===== src/rtl/bnn_pkg.sv =====
// Shared types and sizing helpers for the BNN front-end and classifier wrappers.
package bnn_pkg;

    typedef enum logic [1:0] {
        LOAD = 2'd0,
        HOLD = 2'd1,
        OUT  = 2'd2
    } state_t;

    localparam int DEF_FEAT_CNT  = 12;
    localparam int DEF_FEAT_BITS = 4;
    localparam int DEF_CLASS_CNT = 6;

    localparam int PRED_W = $clog2(DEF_CLASS_CNT);
    localparam int IDX_W  = $clog2(DEF_FEAT_CNT);

    // Rolled classifier needs one cycle per hidden neuron, one per class, plus pipeline fill.
    function automatic int default_settle(input int hidden_cnt, input int class_cnt);
        return hidden_cnt + class_cnt + 2;
    endfunction

endpackage


===== src/rtl/bnn_feat_loader.sv =====
// Packs feature beats into a frame, restarts the classifier and captures its prediction.
// Latency: result valid SETTLE_CYCLES+1 cycles after the final beat is accepted.
// Backpressure: in_ready only in LOAD; result held on out_valid until out_ready.
module bnn_feat_loader
    import bnn_pkg::*;
#(
    parameter int FEAT_CNT      = DEF_FEAT_CNT,
    parameter int FEAT_BITS     = DEF_FEAT_BITS,
    parameter int CLASS_CNT     = DEF_CLASS_CNT,
    parameter int SETTLE_CYCLES = 48
) (
    input  logic                           clk,
    input  logic                           rst,
    input  logic                           in_valid,
    output logic                           in_ready,
    input  logic [FEAT_BITS-1:0]           in_feat,
    input  logic                           in_last,
    output logic [FEAT_CNT*FEAT_BITS-1:0]  features,
    output logic                           clf_rst,
    input  logic [$clog2(CLASS_CNT)-1:0]   pred_in,
    output logic                           out_valid,
    input  logic                           out_ready,
    output logic [$clog2(CLASS_CNT)-1:0]   out_pred,
    output logic                           frame_err
);

    localparam int IDX_BITS = $clog2(FEAT_CNT);
    localparam int CNT_BITS = $clog2(SETTLE_CYCLES + 1);
    localparam logic [IDX_BITS-1:0] LAST_IDX = IDX_BITS'(FEAT_CNT - 1);
    localparam logic [CNT_BITS-1:0] CNT_DONE = CNT_BITS'(SETTLE_CYCLES);

    state_t                state;
    state_t                state_nxt;
    logic [IDX_BITS-1:0]   idx;
    logic [CNT_BITS-1:0]   cnt;
    logic                  beat_acc;
    logic                  beat_end;
    logic                  beat_good;
    logic                  settle_done;

    assign beat_acc    = in_valid && in_ready;
    assign beat_end    = in_last && (idx == LAST_IDX);
    // in_last must coincide exactly with the final slot; anything else is a framing error.
    assign beat_good   = (in_last == (idx == LAST_IDX));
    // The counter starts at 0 on the first HOLD edge, so the classifier has had
    // SETTLE_CYCLES run cycles when it reaches SETTLE_CYCLES.
    assign settle_done = (cnt == CNT_DONE);

    always_ff @(posedge clk or posedge rst) begin
        if (rst) begin
            state <= LOAD;
        end else begin
            state <= state_nxt;
        end
    end

    always_comb begin
        state_nxt = state;
        case (state)
            LOAD:    if (beat_acc && beat_end) state_nxt = HOLD;
            HOLD:    if (settle_done)          state_nxt = OUT;
            OUT:     if (out_ready)            state_nxt = LOAD;
            default:                           state_nxt = LOAD;
        endcase
    end

    always_comb begin
        in_ready = (state == LOAD);
        clf_rst  = (state == LOAD);
    end

    always_ff @(posedge clk or posedge rst) begin
        if (rst) begin
            idx       <= '0;
            cnt       <= '0;
            features  <= '0;
            out_valid <= 1'b0;
            out_pred  <= '0;
            frame_err <= 1'b0;
        end else begin
            frame_err <= 1'b0;
            case (state)
                LOAD: begin
                    cnt <= '0;
                    if (beat_acc) begin
                        if (beat_good) begin
                            features[int'(idx)*FEAT_BITS +: FEAT_BITS] <= in_feat;
                            idx <= beat_end ? '0 : idx + IDX_BITS'(1);
                        end else begin
                            frame_err <= 1'b1;
                            idx       <= '0;
                        end
                    end
                end
                HOLD: begin
                    if (settle_done) begin
                        out_pred  <= pred_in;
                        out_valid <= 1'b1;
                    end else begin
                        cnt <= cnt + CNT_BITS'(1);
                    end
                end
                OUT: begin
                    if (out_ready) out_valid <= 1'b0;
                end
                default: ;
            endcase
        end
    end

endmodule


===== config.mk =====
export PLATFORM = sky130hd
export DESIGN_NAME = bnn_feat_loader
export DESIGN_NICKNAME = d
export VERILOG_FILES = /design/src/rtl/bnn_pkg.sv /design/src/rtl/bnn_feat_loader.sv
export SDC_FILE = /design/constraint.sdc
export NUM_CORES = 1
export LEC_CHECK = 0
export CAP_MARGIN = 20
export CORE_MARGIN = 2
export CORE_UTILIZATION = 45
export DETAILED_ROUTE_END_ITERATION = 8
export PLACE_DENSITY = 0.86
export SLEW_MARGIN = 25
export SYNTH_ARGS = -nofsm -noshare
export SYNTH_HDL_FRONTEND = slang
export SYNTH_SLANG_ARGS = --single-unit

===== constraint.sdc =====
create_clock -name clk -period 2.55 [get_ports clk]
set_input_delay 0.6375 -clock clk [delete_from_list [all_inputs] [get_ports clk]]
set_output_delay 0.6375 -clock clk [all_outputs]
set_load 0.03 [all_outputs]

==> run metrics <==
DRT iter0 DRCs 107; routed len/inst 16.4 µm; CTS tree yes; Layout Nets 353; Finished Core Util 0.671; chip width 85.5 µm; slew of the pin with the lowest slew margin 0.376 ns; total chip power 2.78 mW; Clock Power Share 0.333; first-pass GRT wire length 11,100 µm; worst hold path class flip-flop to flip-flop; Via density 5.36; Routed Antenna Nets 0; power per cell area 649 nW/µm²; sw frac 0.292; Worst Setup End Kind flip-flop; All-Layer GR Usage 0.198; worst skew pair latency 0.33 ns; n_diodes 0; P_sw 0.812 mW; kind of critical path input pin to flip-flop; largest net degree at the start of global routing 66; WP data required 2.77 ns; mapped cell area 2990 µm²; crit path max fanout 6; violated checks setup timing; dpl hpwl 4670 µm; Remaining DRCs 0; cts bufs inserted 9; synth unique cells 40; buffers added on ports 66; Fmax 0.385 GHz; Synth Register Bits 65; die height 85.5 µm; Overflow after GRT 0; via count of the first global-routing pass 2,256; Area Overhead vs Synth 43.3%; register area share after synthesis 0.544; H-Tree Depth 3; setup_tns -0.416 ns; die area 7310 µm²; arrival time worst endpoint 2.82 ns; Max transition margin 0.748; internal power 1.97 mW; Post-synth EDFFs 0; Gate power share 0.250; Final Hold Vio Count 0; max_cap viols 0; Syn Nets 261; Clk pin slew, worst setup/hold paths 0.07 ns; Initial Util 0.468; Critical Path Start Type input pin; Ys Warns 0; Post-Syn Instances 243; Synth Flop Type dfrtp_1; placer congestion estimate 0.898; Core Area 6390 µm²; FF-to-FF setup slack -0.03 ns; fin crit share 1.02; pre-CTS setup slack -0.463 ns; final clock skew 0.00727 ns; Avg Inst Size Synth 12.3 µm²; clock sinks 65; ys async rst share 1.00; hold_buf cts 0; drt pass-1 iters 4; root buf cell clkbuf_8; status complete, but fails checks; Leak 2.04 nW; RSZ-0062 raised after global routing yes; Worst VDD drop 637 µV; row count 29; Longest Clk Path Bufs 2; initial antenna violation count 0; Fin Hold WS 0.478 ns; via count 2,230; setup slack after layout -0.0455 ns; minimum clock period 2.60 ns; Final Setup Violations 21; Slew Limit Fails 0; proportion of layout cells with a drive suffix above 1 0.301; routed wire length 6840 µm; Layout fillers 466; io pins 67; Reg power frac 0.417
-- cell usage in the layout (no fill, tap or decap), types with 3 or more instances in the layout --
master and n:
nor3_1 6, inv_1 13, nand2_1 12, and3_1 3, nand3_1 6, mux2_4 29
or3_4 3, nor4_2 4, nand2b_1 4, clkbuf_8 13, nor2_1 10, clkdlybuf4s50_1 64
buf_4 20, dfrtp_1 65, a21o_1 9, and2_1 7, o21ai_0 8, mux2_1 4
mux2_2 13, ha_1 5
-- what timing repair did --
item                                    in CTS  in global routing
pin swaps                                   11                  9
gates resized for setup                     22                 22
endpoints found under the setup margin      26                 48
setup buffers                                5                  1
-- final cells by class --
| type | count | area [µm²] | area share |
|---|---|---|---|
| Timing Repair Buffer | 89 | 855 | 0.200 |
| Clock inverter | 2 | 35.0 | 0.00818 |
| Clock buffer | 13 | 179 | 0.0418 |
| Multi-Input combinational cell | 156 | 1440 | 0.336 |
| Tap cell | 77 | 96.3 | 0.0225 |
| Sequential cell | 65 | 1630 | 0.380 |
| Inverter | 14 | 52.6 | 0.0123 |
-- Yosys cell counts, drive strengths merged (3+ instances only) --
cell    count  area share
o31ai       3      0.0075
and3        3      0.0063
nor3        8       0.015
nand2      13       0.017
inv        14       0.018
clkbuf      3      0.0038
a21o        9       0.023
or3         5       0.010
and2        7       0.015
dfrtp      65        0.54
buf         5      0.0092
nand3       6       0.010
nor2       10       0.013
nand2b      4      0.0084
nor4        7       0.021
o21ai       9       0.015
ha          6       0.025
mux2       46        0.18
-- metrics by stage --
step | instances | area (µm²)
after floorplan | 243 | 2990
after global placement | 396 | 3850
after detailed placement | 396 | 3850
after CTS | 416 | 4180
after global routing | 416 | 4280
final | 416 | 4280
-- final timing paths --
kind	from	to	depth (start not counted)
max	in_last	features[15]$_DFFE_PP0P_	8
min	features[6]$_DFFE_PP0P_	features[6]$_DFFE_PP0P_	1
max reg2reg	idx[1]$_DFFE_PP0P_	features[15]$_DFFE_PP0P_	10
min in group asynchronous	rst	features[11]$_DFFE_PP0P_	3
min reg2reg	features[6]$_DFFE_PP0P_	features[6]$_DFFE_PP0P_	1
max in group asynchronous	rst	features[2]$_DFFE_PP0P_	3
-- metal layers --
layer  track usage  vias to the layer above  share of wire
li1              -                     1045              -
met1         0.266                     1109           0.46
met2         0.302                       62           0.47
met3        0.0525                       14          0.049
met4        0.0880                        0          0.024
met5             0                        -              0
-- power groups by stage --
stage / clock network (mW) / registers (mW) / logic (mW)
finish: 0.925 / 1.16 / 0.696
global route: 0.986 / 1.17 / 0.742
CTS: 0.936 / 1.16 / 0.667
detailed placement: 0 / 1.18 / 0.641
global placement: 0 / 1.17 / 0.629
floorplan: 0 / 1.33 / 0.209
-- worst max-delay path, cell delays in order --
cell and delay, ns:
clkdlybuf4s50_1 0.40, ha_1 0.35, nor4b_4 0.35, nand4b_1 0.28, buf_6 0.22, nor3_2 0.10, buf_4 0.17, mux2_4 0.31
-- sequential cells by signal, summed over array words and instances, names as in the netlist --
name	flops
state	2
out_pred	3
out_valid	1
features	48
cnt	6
frame_err	1
idx	4
-- cells by family (layout without fill, tap and decap cells) --
group / Yosys count / count (layout) / synth area share
buffers and inverters: 22 / 118 / 0.0306
adder cells (fa/ha/maj): 6 / 6 / 0.0251
AO/OA/AOI/OAI: 28 / 28 / 0.0645
multiplexers: 47 / 47 / 0.182
XOR/XNOR: 2 / 2 / 0.00586
AND/OR/NAND/NOR: 73 / 73 / 0.148
flip-flops: 65 / 65 / 0.544
Power figures use the tool's default switching activity.
